`config.mk`:
```
export PLATFORM = sky130hd
export DESIGN_NAME = dmem_wb_master
export DESIGN_NICKNAME = d
export VERILOG_FILES = /design/src/rtl/dmem_pkg.sv /design/src/rtl/dmem_lane_align.sv /design/src/rtl/dmem_wb_master.sv
export SDC_FILE = /design/constraint.sdc
export NUM_CORES = 1
export LEC_CHECK = 0
export CORE_ASPECT_RATIO = 1.5
export CORE_UTILIZATION = 46
export DETAILED_ROUTE_END_ITERATION = 8
export PLACE_DENSITY = 0.92
export SLEW_MARGIN = 5
export SYNTH_ARGS = -nofsm -noshare
export SYNTH_HDL_FRONTEND = slang
export SYNTH_SLANG_ARGS = --single-unit
```
`constraint.sdc`:
```
create_clock -name clk_i -period 5.9 [get_ports clk_i]
set_input_delay 1.18 -clock clk_i [delete_from_list [all_inputs] [get_ports clk_i]]
set_output_delay 1.18 -clock clk_i [all_outputs]
set_load 0.03 [all_outputs]
```
`src/rtl/dmem_pkg.sv`:
```
// Shared types and helpers for the data-memory Wishbone master.
// Access sizes, FSM states and the natural-alignment check.
package dmem_pkg;

   typedef enum logic [1:0] {
      SZ_B,
      SZ_H,
      SZ_W,
      SZ_D
   } dmem_size_e;

   typedef enum logic [1:0] {
      IDLE,
      BUS,
      DONE
   } dmem_state_e;

   function automatic logic is_aligned(
      input logic [2:0] addr,
      input dmem_size_e size
   );
      logic [2:0] m;
      m = 3'((4'd1 << size) - 4'd1);
      return (addr & m) == 3'd0;
   endfunction

endpackage

```
`src/rtl/dmem_lane_align.sv`:
```
// Combinational byte-lane steering for stores and
// extraction plus sign/zero extension for loads.
module dmem_lane_align
   import dmem_pkg::*;
#(
   parameter int DATA_WIDTH = 32
) (
   input  logic [$clog2(DATA_WIDTH/8)-1:0] lane_i,
   input  dmem_size_e                      size_i,
   input  logic                            unsigned_i,
   input  logic [DATA_WIDTH-1:0]           wdata_i,
   input  logic [DATA_WIDTH-1:0]           bus_i,
   output logic [DATA_WIDTH-1:0]           dat_o,
   output logic [DATA_WIDTH/8-1:0]         sel_o,
   output logic [DATA_WIDTH-1:0]           rdata_o
);

   localparam int NB = DATA_WIDTH / 8;
   localparam int IW = $clog2(DATA_WIDTH);

   logic [7:0]            mask8;
   logic [6:0]            nbits;
   logic [IW-1:0]         msb;
   logic [DATA_WIDTH-1:0] sh;
   logic [DATA_WIDTH-1:0] keep;
   logic                  neg;

   always_comb begin
      mask8 = 8'h00;
      case (size_i)
         SZ_B: mask8 = 8'h01;
         SZ_H: mask8 = 8'h03;
         SZ_W: mask8 = 8'h0F;
         SZ_D: mask8 = 8'hFF;
         default: mask8 = 8'h00;
      endcase
   end

   assign dat_o = wdata_i << {lane_i, 3'b000};
   assign sel_o = mask8[NB-1:0] << lane_i;

   // A shift of DATA_WIDTH or more clears everything, so full-width
   // loads get keep = all ones and pass through untouched.
   assign sh      = bus_i >> {lane_i, 3'b000};
   assign nbits   = 7'd8 << size_i;
   assign msb     = IW'(nbits - 7'd1);
   assign keep    = ~({DATA_WIDTH{1'b1}} << nbits);
   assign neg     = ~unsigned_i & sh[msb];
   assign rdata_o = (sh & keep) | (neg ? ~keep : '0);

endmodule

```
`src/rtl/dmem_wb_master.sv`:
```
// Wishbone B4 classic data-memory master for the MEM stage.
// Optional bus watchdog enabled by defining DMEM_WB_TIMEOUT_EN.
module dmem_wb_master
   import dmem_pkg::*;
#(
   parameter int DATA_WIDTH     = 32,
   parameter int ADDR_WIDTH     = 32,
   parameter int TIMEOUT_CYCLES = 255
) (
   input  logic                    clk_i,
   input  logic                    rst_i,
   input  logic                    req_valid_i,
   input  logic                    req_we_i,
   input  logic [1:0]              req_size_i,
   input  logic                    req_unsigned_i,
   input  logic [ADDR_WIDTH-1:0]   req_addr_i,
   input  logic [DATA_WIDTH-1:0]   req_wdata_i,
   output logic                    rsp_valid_o,
   output logic [DATA_WIDTH-1:0]   rsp_rdata_o,
   output logic                    misalign_o,
   output logic                    bus_err_o,
   output logic                    stall_o,
   output logic                    wb_cyc_o,
   output logic                    wb_stb_o,
   output logic                    wb_we_o,
   output logic [ADDR_WIDTH-1:0]   wb_adr_o,
   output logic [DATA_WIDTH-1:0]   wb_dat_o,
   output logic [DATA_WIDTH/8-1:0] wb_sel_o,
   input  logic [DATA_WIDTH-1:0]   wb_dat_i,
   input  logic                    wb_ack_i,
   input  logic                    wb_err_i
);

   localparam int NB = DATA_WIDTH / 8;
   localparam int LW = $clog2(NB);

   dmem_state_e           state_q;
   logic                  cyc_q;
   logic                  we_q;
   logic [ADDR_WIDTH-1:0] adr_q;
   logic [DATA_WIDTH-1:0] dat_q;
   logic [NB-1:0]         sel_q;
   logic                  rsp_q;
   logic                  mis_q;
   logic                  err_q;
   logic [DATA_WIDTH-1:0] rdata_q;

   dmem_size_e            size;
   logic                  legal;
   logic [DATA_WIDTH-1:0] st_dat;
   logic [NB-1:0]         st_sel;
   logic [DATA_WIDTH-1:0] ld_data;

`ifdef DMEM_WB_TIMEOUT_EN
   localparam int CW = $clog2(TIMEOUT_CYCLES + 1);
   logic [CW-1:0] cnt_q;
`endif

   assign size  = dmem_size_e'(req_size_i);
   assign legal = is_aligned(req_addr_i[2:0], size)
                  && (size != SZ_D || DATA_WIDTH == 64);

   dmem_lane_align #(
      .DATA_WIDTH(DATA_WIDTH)
   ) u_align (
      .lane_i    (req_addr_i[LW-1:0]),
      .size_i    (size),
      .unsigned_i(req_unsigned_i),
      .wdata_i   (req_wdata_i),
      .bus_i     (wb_dat_i),
      .dat_o     (st_dat),
      .sel_o     (st_sel),
      .rdata_o   (ld_data)
   );

   always_ff @(posedge clk_i or posedge rst_i) begin
      if (rst_i) begin
         state_q <= IDLE;
         cyc_q   <= 1'b0;
         we_q    <= 1'b0;
         adr_q   <= '0;
         dat_q   <= '0;
         sel_q   <= '0;
         rsp_q   <= 1'b0;
         mis_q   <= 1'b0;
         err_q   <= 1'b0;
         rdata_q <= '0;
`ifdef DMEM_WB_TIMEOUT_EN
         cnt_q   <= '0;
`endif
      end else begin
         unique case (state_q)
            IDLE: begin
               if (req_valid_i && legal) begin
                  state_q <= BUS;
                  cyc_q   <= 1'b1;
                  we_q    <= req_we_i;
                  adr_q   <= {req_addr_i[ADDR_WIDTH-1:LW], {LW{1'b0}}};
                  dat_q   <= st_dat;
                  sel_q   <= st_sel;
`ifdef DMEM_WB_TIMEOUT_EN
                  cnt_q   <= '0;
`endif
               end else if (req_valid_i) begin
                  state_q <= DONE;
                  rsp_q   <= 1'b1;
                  mis_q   <= 1'b1;
               end
            end
            BUS: begin
               // err has priority over a simultaneous ack
               if (wb_err_i || wb_ack_i) begin
                  state_q <= DONE;
                  cyc_q   <= 1'b0;
                  we_q    <= 1'b0;
                  adr_q   <= '0;
                  dat_q   <= '0;
                  sel_q   <= '0;
                  rsp_q   <= 1'b1;
                  err_q   <= wb_err_i;
                  rdata_q <= (wb_err_i || we_q) ? '0 : ld_data;
               end
`ifdef DMEM_WB_TIMEOUT_EN
               else if (cnt_q + 1'b1 == CW'(TIMEOUT_CYCLES)) begin
                  state_q <= DONE;
                  cyc_q   <= 1'b0;
                  we_q    <= 1'b0;
                  adr_q   <= '0;
                  dat_q   <= '0;
                  sel_q   <= '0;
                  rsp_q   <= 1'b1;
                  err_q   <= 1'b1;
               end else begin
                  cnt_q <= cnt_q + 1'b1;
               end
`endif
            end
            DONE: begin
               state_q <= IDLE;
               rsp_q   <= 1'b0;
               mis_q   <= 1'b0;
               err_q   <= 1'b0;
               rdata_q <= '0;
            end
            default: state_q <= IDLE;
         endcase
      end
   end

   assign rsp_valid_o = rsp_q;
   assign rsp_rdata_o = rdata_q;
   assign misalign_o  = mis_q;
   assign bus_err_o   = err_q;
   assign stall_o     = req_valid_i & ~rsp_q;
   assign wb_cyc_o    = cyc_q;
   assign wb_stb_o    = cyc_q;
   assign wb_we_o     = we_q;
   assign wb_adr_o    = adr_q;
   assign wb_dat_o    = dat_q;
   assign wb_sel_o    = sel_q;

endmodule

```
Yosys cells after proc, flatten, opt, wreduce, memory -nomap -nowiden
Index checks and enable logic that the tools add are counted.

Add/subtract/negate cells: 2. Magnitude comparators: 1. Equal/unequal tests: 11. Shifts and indexed selects: 6. Mux-type cells: 31. Bitwise gates (word level): 9. Reduce and logical (&&, ||, !) cells: 16.

Operator list (count): 32-bit 2-to-1 mux (6); 32-bit case mux with 2 select lines (3); 32-bit inverter (2); 32-bit bitwise AND (1); 32-bit bitwise OR (1); 32-bit by 5-bit left shift with 32-bit output (1); 32-bit by 7-bit left shift with 32-bit output, first input constant (1); 32-bit by 5-bit right shift with 32-bit output (1); 4-bit case mux with 4 select lines (1); 2-bit != test, second input constant (5); 1-bit 2-to-1 mux (8); 4-bit 2-to-1 mux (2); 1-bit case mux with 2 select lines (4); 4-bit case mux with 2 select lines (1); 4-bit by 2-bit left shift with 7-bit output, first input constant (1); 2-bit equality test, second input constant (3); 5-bit by 6-bit < comparator with 1-bit output, second input constant (1); 2-bit 2-to-1 mux (3); 3-bit AND reduction (2); 2-bit nonzero test (3); 1-bit binary-select mux with 5-bit select (1); 5-bit by 1-bit subtractor with 5-bit output, second input constant (1); 2-bit by 1-bit equality test with 1-bit output, second input constant (2); 2-bit logical NOT (2); 15 further kinds (20).

Bits in registers: 107. Output and inout bits: 107.

Depth between registers and ports, before layout
Gate-level depths: netlist of the first run.

Depth after elaboration: 10. Gate-level depth with buffers: 8. Mapped depth without buffers: 6.

Modules after synthesis
Synthesis of the first run repeated with hierarchy kept, for this count alone.

Cell total of the unflattened synthesis: 774. Area, all modules: 6613.8 µm².

By module, submodules not included: dmem_wb_master (times used 1, cells each 585, area an instance 5355.1 µm², sequential area each 2627.5 µm²); dmem_lane_align (times used 1, cells each 189, area an instance 1258.7 µm², sequential area each 0.0 µm²).

Worst setup path after synthesis of the first run
No wires, ideal clock.

Path type: input to output. Start point: in req_valid_i. End point: out stall_o. Arrival: 1635 ps. Required time: 4720 ps. Path slack: 3085 ps. Stages on the path: 1. Cells stage by stage: nor2b_1.

Word-level cells in the longest chain between the ends: 1.

RTL lines: start: declaration (RTL line dmem_wb_master.sv:12) `input logic req_valid_i,`; 1-bit bitwise AND (RTL line dmem_wb_master.sv:154) `assign stall_o = req_valid_i & ~rsp_q;`; end: declaration (RTL line dmem_wb_master.sv:22) `output logic stall_o,`.

Every way passes these cells.

Worst setup path in the final report of the first run
Ends and elaborated chain as after synthesis.

==> results.tsv, run 1 <==
stage	metric	value	unit
finish	final_cell_mix	clkdlybuf4s50_1 (207), dfrtp_1 (105), a22o_1 (50)	
floorplanning	initial_core_util	47.1	%
clock_tree	cts-root-buf	clkbuf_16	
worst_setup_path	crit_required	4720	ps
placement	portBuffers	209	
pwr	powerDensity	437	nW/um2
sta	slew_viol_final	0	
placement	placed_area	7080	um2
worst_setup_path	cp_max_fo	6	
floorplanning	rows	46	
sta	holdWs	484	ps
yosys	syn_inst	417	
pwr	p_int	1.95	mW
placement	place.gp.congestion	0.886	
finish	diodes	0	
sta	worst_pin_slew	1260	ps
sta	hold_viol	0	
worst_setup_path	cp-end-kind	primary output	
clock_tree	post-cts-setup-buffers	0	
worst_setup_path	startpoint_type	input pin	
pwr	p_sw_share	39.8	%
yosys	synthArstFlopShare	100	%
yosys	ys.flop_type	dfrtp_1	
clock_tree	insertion_delay	340	ps
worst_setup_path	worstSetupPathType	in2out	
global_route	grt_pass1_vias	4476	
clock_tree	clock_path_buffers	2	
global_route	grt_pass1_wl	23.8	mm
clock_tree	cts_tree	done	
sta	layout_min_cycle_time	3790	ps
sta	period_share	64.2	%
drt	viasPerCell	5.90	
clock_tree	cts.sinks	105	
finish	nets	715	
finish	fin_util	69.9	%
floorplanning	die_w	87.1	um
pwr	p_leak	3.26	nW
pwr	clkPwrFrac	19.0	%
yosys	synth.avg_cell_area	12.0	um2
floorplanning	dieArea	11300	um2
yosys	syn_area	4990	um2
finish	area_growth	48.2	%
pwr	pwr-share-comb	47.5	%
sta	grt_setup_unrepaired	no	
global_route	gr-usage-all-layers	27.9	%
finish	layout_commonest_cell	clkdlybuf4s50_1	
drt	wl_per_cell	20.7	um
floorplanning	core	10600	um2
outcome	status	completed	
drt	ant_nets	0	
drt	drt_wl_total	15.6	mm
worst_hold_path	hp-class	reg2reg	
clock_tree	cts_resized	0	
yosys	synth_edf_count	0	
worst_setup_path	worstPathArrival	2610	ps
yosys	yosys_warnings	0	
global_route	antenna_found_initial	0	
drt	drt_first_pass_iters	5	
pwr	power.switching	1.29	mW
placement	hpwl	11.3	mm
flow_run	max_cap_violations	0	
global_route	grt_max_degree	68	
sta	slew_headroom	16.0	%
sta	clock_skew	9.92	ps
pwr	finalPower	3.23	mW
finish	layout-drive-gt1-share	9.97	%
finish	final.fill_count	761	
yosys	ys_types	41	
floorplanning	die_h	130	um
clock_tree	h-tree-depth	3	
global_route	grt.overflow.total	0	
pwr	vdd_ir_drop_max	257	uV
finish	design_area	7400	um2
clock_tree	cts_hold_buf	0	
drt	first_iter_violations	197	
yosys	yosysSeqAreaShare	52.6	%
sta	setup_violations	0	
clock_tree	numCtsBuffers	9	
floorplanning	io_pins	212	
drt	drc	0	
clock_tree	path_clk_slew	60	ps
drt	vias	4459	
sta	fmax	0.264	GHz
sta	finalSetupTns	0	ps
pwr	pwr-share-seq	33.5	%
yosys	ys_ff_latch	105	
==> final timing paths <==
check	start	end	slack [ps]	cells past startpoint
setup / recovery	req_valid_i	stall_o	2110	3
hold / removal	rsp_rdata_o[4]	rsp_rdata_o[4]	480	2
setup reg to reg	state_q[1]	wb_adr_o[15]	2830	5
hold reg to reg	rsp_rdata_o[4]	rsp_rdata_o[4]	480	2
max in group asynchronous	rst_i	wb_dat_o[24]	3490	3
min in group asynchronous	rst_i	wb_adr_o[21]	1330	2
==> critical path: stages <==
cell and delay (ps):
clkdlybuf4s50_1 580, nor2b_1 160, clkdlybuf4s50_1 690
==> power by group through the flow <==
stage | clock network (mW) | logic (mW) | registers, mW
final | 0.616 | 1.54 | 1.08
after detailed placement | 0 | 1.52 | 1.09
after global routing | 0.653 | 1.61 | 1.11
after floorplan | 0 | 0.461 | 1.50
after CTS | 0.626 | 1.53 | 1.08
after global placement | 0 | 1.49 | 1.08
==> cells in the mapped netlist, types with 2 or more instances <==
| master | n | area share (%) |
|---|---|---|
| nor2_1 | 9 | 0.68 |
| clkbuf_8 | 4 | 1.1 |
| nor3_1 | 2 | 0.20 |
| a21o_1 | 5 | 0.75 |
| nand2_1 | 43 | 3.2 |
| buf_2 | 6 | 0.60 |
| ha_1 | 3 | 0.75 |
| inv_1 | 7 | 0.53 |
| a32o_1 | 9 | 1.8 |
| buf_6 | 3 | 0.68 |
| a221o_2 | 16 | 3.6 |
| dfrtp_1 | 105 | 53 |
| a211o_1 | 2 | 0.35 |
| o21ai_0 | 23 | 2.3 |
| nor2b_1 | 3 | 0.38 |
| mux2_2 | 10 | 2.3 |
| o2bb2ai_1 | 16 | 2.8 |
| mux2i_1 | 39 | 7.8 |
| or3_4 | 2 | 0.45 |
| buf_4 | 4 | 0.60 |
| nand2b_1 | 3 | 0.38 |
| a22oi_1 | 7 | 1.1 |
| a31oi_1 | 4 | 0.50 |
| a21oi_1 | 9 | 0.90 |
| a22o_1 | 50 | 8.8 |
| clkbuf_1 | 18 | 1.4 |
==> state kept, by name (all words and copies together) (netlist names) <==
register / flops
misalign_o: 1
state_q: 2
wb_cyc_o: 1
rsp_valid_o: 1
wb_adr_o: 30
wb_we_o: 1
rsp_rdata_o: 32
wb_dat_o: 32
wb_sel_o: 4
bus_err_o: 1
==> logic make-up (layout without fill, tap and decap cells) <==
family	count (synthesis)	count (layout)	share of synthesized area, %
DFF	105	105	52.6
muxes	49	49	10.1
adders and majority gates	3	3	0.752
and+or+nand+nor	71	71	7.37
buffers and inverters	43	237	5.16
other	1	2	0.0751
AOI/OAI and AO/OA	145	145	23.9
==> final cells by class <==
cell class                      count  area (um2)  area share, %
Clock buffer                       10         239           3.23
Sequential cell                   105        2630           35.5
Timing Repair Buffer              214        2120           28.6
Clock inverter                      6        72.6          0.981
Tap cell                          144         180           2.44
Multi-Input combinational cell    270        2130           28.8
Inverter                            7        28.8          0.389
==> metal layers <==
metal	part of all wire (%)	GRT usage, %
met1	38	32.9
met2	51	47.1
met3	7.4	5.99
met4	4.1	15.2
met5	0	0
==> stage by stage <==
stage | cells | setup WS (ps)
2_1_floorplan | 418 | 1960
3_3_place_gp | 740 | 2160
3_5_place_dp | 740 | 2110
4_1_cts | 756 | 2130
5_1_grt | 756 | 2100
6_report | 756 | 2110
Note: power is estimated with default switching activity, not from simulation.
==> inputs of run 2 (changes only) <==
--- a/config.mk
+++ b/config.mk
@@ -6,9 +6,9 @@
 export NUM_CORES = 1
 export LEC_CHECK = 0
 export CORE_ASPECT_RATIO = 1.5
-export CORE_UTILIZATION = 46
+export CORE_UTILIZATION = 39
 export DETAILED_ROUTE_END_ITERATION = 8
-export PLACE_DENSITY = 0.92
+export PLACE_DENSITY = 0.83
 export SLEW_MARGIN = 5
 export SYNTH_ARGS = -nofsm -noshare
 export SYNTH_HDL_FRONTEND = slang
==> constraint.sdc (replaced) <==
create_clock -name clk_i -period 3.2 [get_ports clk_i]
set_input_delay 0.64 -clock clk_i [delete_from_list [all_inputs] [get_ports clk_i]]
set_output_delay 0.64 -clock clk_i [all_outputs]
set_load 0.03 [all_outputs]
==> results.tsv, run 2 (synthesis gave the netlist of run 1 again) <==
stage	metric	value	unit	change
sta	period_share	84.9	%	
clock_tree	h-tree-depth	3		unchanged
global_route	grt_pass1_wl	24.2	mm	+1.5%
drt	vias	4402		-1.3%
clock_tree	cts_resized	0		unchanged
sta	slew_viol_final	0		unchanged
global_route	grt_max_degree	50		-26%
worst_setup_path	worstPathArrival	2080	ps	-530 ps
floorplanning	die_h	141	um	+8.5%
sta	fmax	0.368	GHz	
pwr	powerDensity	786	nW/um2	+80%
finish	final_cell_mix	clkdlybuf4s50_1 (207), dfrtp_1 (105), a22o_1 (50)		
worst_setup_path	startpoint_type	input pin		
clock_tree	clock_path_buffers	2		unchanged
finish	seq_area	2630	um2	unchanged
sta	grt_setup_unrepaired	no		
sta	layout_min_cycle_time	2720	ps	
drt	ant_nets	0		unchanged
sta	worst_pin_slew	634	ps	-625 ps
global_route	grt_pass1_vias	4601		+2.8%
drt	drc	0		unchanged
sta	clock_skew	8.31	ps	-1.61 ps
clock_tree	numCtsBuffers	9		unchanged
floorplanning	core	12500	um2	+18%
finish	design_area	7480	um2	+1.1%
drt	first_iter_violations	192		-2.5%
drt	drt_first_pass_iters	5		unchanged
drt	drt_wl_total	15.5	mm	-0.86%
pwr	vdd_ir_drop_max	533	uV	+110%
floorplanning	die_w	94.4	um	+8.4%
finish	final.fill_count	1073		+41%
placement	placed_area	7210	um2	+1.8%
global_route	grt.overflow.total	0		unchanged
finish	multiInputGateArea	2130	um2	-0.23%
outcome	status	completed		
sta	hold_viol	0		unchanged
clock_tree	insertion_delay	330	ps	about the same
clock_tree	cts_tree	done		
finish	layout-drive-gt1-share	11.7	%	+1.8 points
flow_run	max_cap_violations	0		unchanged
clock_tree	post-cts-setup-buffers	0		unchanged
worst_setup_path	crit_required	2560	ps	-2160 ps
floorplanning	dieArea	13300	um2	+18%
finish	area_growth	49.8	%	
global_route	antenna_found_initial	0		unchanged
pwr	p_leak	3.30	nW	+1.4%
clock_tree	cts.sinks	105		unchanged
clock_tree	cts_hold_buf	0		unchanged
worst_hold_path	hp-class	reg2reg		
sta	setup_violations	0		unchanged
clock_tree	cts-root-buf	clkbuf_16		
global_route	gr-usage-all-layers	23.9	%	-4.0 points
floorplanning	io_pins	212		unchanged
drt	wl_per_cell	19.9	um	-3.8%
clock_tree	path_clk_slew	70	ps	about the same
worst_setup_path	worstSetupPathType	in2out		
worst_setup_path	cp_max_fo	6		unchanged
sta	slew_headroom	57.6	%	+42 points
finish	layout_commonest_cell	clkdlybuf4s50_1		
finish	diodes	0		unchanged
placement	portBuffers	209		unchanged
finish	nets	728		+1.8%
floorplanning	rows	50		+8.7%
sta	finalSetupTns	0	ps	unchanged
placement	hpwl	11.8	mm	+3.7%
floorplanning	initial_core_util	39.9	%	-7.2 points
worst_setup_path	cp-end-kind	primary output		
placement	place.gp.congestion	0.872		-1.7%
drt	viasPerCell	5.65		-4.2%
run 2: changes by cell type in the layout (fill, tap and decap cells not counted), sizes merged:
| cell | change |
|---|---|
| inv | -4 |
| clkbuf | +1 |
| clkinvlp | +1 |
| buf | +13 |
| clkinv | +1 |
| bufinv | -1 |
run 2: metal layers:
layer	global-route usage (%)	share of wire (%)
met4	9.64	3.1
met2	42.4	53
met5	0	0
met3	4.34	5.5
met1	27.7	38
run 2: stage by stage:
stage               setup WS [ps]  instances  util (%)  power (mW)  hold slack [ps]
floorplan                    1010        418         -        3.62              501
global placement              445        765      57.6        4.79              470
detailed placement            388        765      57.6        4.87              478
CTS                           474        779      59.8        5.91              491
global route                  416        779      59.8        6.13              495
finish                        484        779      59.8        5.88              488
run 2: area by class of cell:
class                      instances  area share, %
clock buffer                      11           3.38
clock inverter                     3          0.234
inverter                           7          0.402
multi-input combinational        270           28.4
sequential                       105           35.1
tap                              156           2.61
timing repair buffer             227           29.8
run 2: where the power goes:
group          internal, mW  switching (mW)
Clock                 0.559           0.462
Sequential             1.74           0.265
Combinational          1.24            1.62
Total                  3.54            2.34
run 2: worst paths after layout:
check | from | end | slack [ps] | cells past startpoint
setup / recovery | req_valid_i | stall_o | 480 | 3
setup reg to reg | state_q[1] | wb_adr_o[21] | 650 | 6
hold reg to reg | rsp_rdata_o[1] | rsp_rdata_o[1] | 490 | 2
max in group asynchronous | rst_i | wb_adr_o[28] | 1810 | 3
min in group asynchronous | rst_i | wb_dat_o[28] | 710 | 2
hold / removal | rsp_rdata_o[1] | rsp_rdata_o[1] | 490 | 2
run 2: critical path, stage by stage:
cell and delay [ps]:
clkdlybuf4s50_1 590, nor2b_1 160, clkdlybuf4s50_1 680
==> inputs of run 3 (changes only) <==
==> constraint.sdc (replaced) <==
create_clock -name clk_i -period 2.2 [get_ports clk_i]
set_input_delay 0.44 -clock clk_i [delete_from_list [all_inputs] [get_ports clk_i]]
set_output_delay 0.44 -clock clk_i [all_outputs]
set_load 0.03 [all_outputs]
==> results.tsv, run 3 (synthesis gave the netlist of run 1 again) <==
stage	metric	value	unit	change
outcome	status	completed		
sta	period_share	98.9	%	
finish	final.fill_count	1014		-5.5%
finish	layout-drive-gt1-share	15.6	%	+3.9 points
clock_tree	clock_path_buffers	2		unchanged
placement	place.gp.congestion	0.882		+1.2%
sta	hold_viol	0		unchanged
floorplanning	core	12500	um2	unchanged
worst_setup_path	worstPathArrival	2460	ps	+380 ps
clock_tree	numCtsBuffers	9		unchanged
floorplanning	initial_core_util	39.9	%	unchanged
drt	vias	4467		+1.5%
sta	slew_viol_final	0		unchanged
finish	nets	750		+3.0%
drt	drt_wl_total	15.6	mm	+0.50%
pwr	powerDensity	1160	nW/um2	+47%
finish	multiInputGateArea	2140	um2	+0.88%
sta	setup_violations	0		unchanged
pwr	vdd_ir_drop_max	799	uV	+50%
placement	dp_cells	784		+2.5%
floorplanning	dieArea	13300	um2	unchanged
worst_setup_path	startpoint	state_q[0]		
drt	ant_nets	0		unchanged
finish	final_cells	802		+3.0%
sta	slew_headroom	65.9	%	+8.3 points
worst_setup_path	worstSetupPathType	reg2reg		
drt	drt_first_pass_iters	5		unchanged
floorplanning	io_pins	212		unchanged
clock_tree	cts-root-buf	clkbuf_16		
clock_tree	h-tree-depth	3		unchanged
worst_setup_path	crit_required	2480	ps	-80 ps
floorplanning	die_h	141	um	unchanged
drt	first_iter_violations	224		+17%
worst_setup_path	regToRegStartpoint	state_q[0]		
finish	seq_area	2630	um2	unchanged
clock_tree	cts_hold_buf	0		unchanged
global_route	grt_pass1_wl	24.5	mm	+1.2%
sta	clock_skew	5.60	ps	-2.71 ps
global_route	gr-usage-all-layers	24.2	%	+0.29 points
drt	viasPerCell	5.57		-1.4%
sta	fmax	0.460	GHz	
placement	portBuffers	209		unchanged
sta	layout_min_cycle_time	2170	ps	
drt	drc	0		unchanged
clock_tree	cts.sinks	105		unchanged
worst_setup_path	startpoint_type	register		
sta	holdWs	429	ps	-59.1 ps
floorplanning	rows	50		unchanged
drt	wl_per_cell	19.4	um	-2.4%
floorplanning	die_w	94.4	um	unchanged
global_route	grt.overflow.total	0		unchanged
clock_tree	path_clk_slew	70	ps	about the same
global_route	grt_max_degree	52		+4.0%
finish	layout_commonest_cell	clkdlybuf4s50_1		
clock_tree	insertion_delay	340	ps	about the same
pwr	p_leak	3.47	nW	+5.0%
worst_hold_path	hp-class	in2async		
clock_tree	cts_tree	done		
finish	diodes	0		unchanged
placement	dp_slack	-306	ps	-693 ps
worst_setup_path	cp-end-kind	register		
global_route	antenna_found_initial	0		unchanged
placement	hpwl	11.5	mm	-2.5%
sta	worst_pin_slew	497	ps	-138 ps
sta	fin_ws	25.1	ps	-459 ps
finish	final_cell_mix	clkdlybuf4s50_1 (206), dfrtp_1 (105), a22o_1 (50)		
finish	area_growth	56.2	%	
flow_run	max_cap_violations	0		unchanged
worst_setup_path	cp_max_fo	8		+2
pwr	finalPower	9.02	mW	+53%
global_route	grt_pass1_vias	4725		+2.7%
-- run 3: cell count changes in the layout (fill, tap and decap cells not counted), sizes merged --
cell / previous run / this run
clkdlybuf4s50: 207 / 206
clkbuf: 11 / 9
buf: 20 / 43
bufinv: 0 / 3
-- run 3: layout make-up --
type                       count  area share [%]
sequential                   105            33.7
timing repair buffer         249            31.6
multi-input combinational    270            27.5
clock buffer                   9            2.89
tap                          156            2.50
clock inverter                 6            1.38
inverter                       7           0.385
-- run 3: stage by stage --
stage	setup TNS (ps)	util (%)	cell area (um2)
6_report	0	62.3	7800
5_1_grt	-147	62.3	7800
4_1_cts	0	62.0	7750
3_5_place_dp	-9510	59.2	7410
3_3_place_gp	-7540	59.2	7410
2_1_floorplan	0	-	5000
-- run 3: critical path, cell delays in order (launching register included) --
cell and delay [ps]:
dfrtp_1 370, inv_2 70, ha_4 160, or3b_4 370
or3_4 420, buf_6 140, nor4b_4 280, buf_6 170
a221o_2 140
-- run 3: what timing repair did --
action | 4_1_cts | 5_1_grt
pin swaps | 0 | 5
setup endpoints to repair | 15 | 17
gates resized for setup | 1 | 7
setup buffers | 1 | 2
-- run 3: path summary, 6_finish.rpt --
kind | end | slack, ps | cells after the start
setup / recovery | rsp_rdata_o[28] | 30 | 8
hold / removal | wb_dat_o[10] | 430 | 2
setup reg to reg | rsp_rdata_o[28] | 30 | 8
hold reg to reg | rsp_rdata_o[4] | 490 | 2
max in group asynchronous | wb_adr_o[6] | 1180 | 3
min in group clk_i | rsp_rdata_o[4] | 490 | 2
-- run 3: layer usage --
metal | track usage [%] | routed length (um) | vias up
met5 | 0 | 0 | -
met4 | 11.1 | 570 | 0
met3 | 3.53 | 810 | 36
met2 | 42.9 | 8170 | 192
met1 | 28.1 | 6030 | 2221
li1 | - | - | 2018
-- run 3: power by group --
| group | switching [mW] | total (mW) | internal, mW |
|---|---|---|---|
| clock network | 0.710 | 1.81 | 1.10 |
| logic | 2.37 | 4.30 | 1.93 |
| registers | 0.384 | 2.91 | 2.53 |
| total | 3.46 | 9.02 | 5.56 |
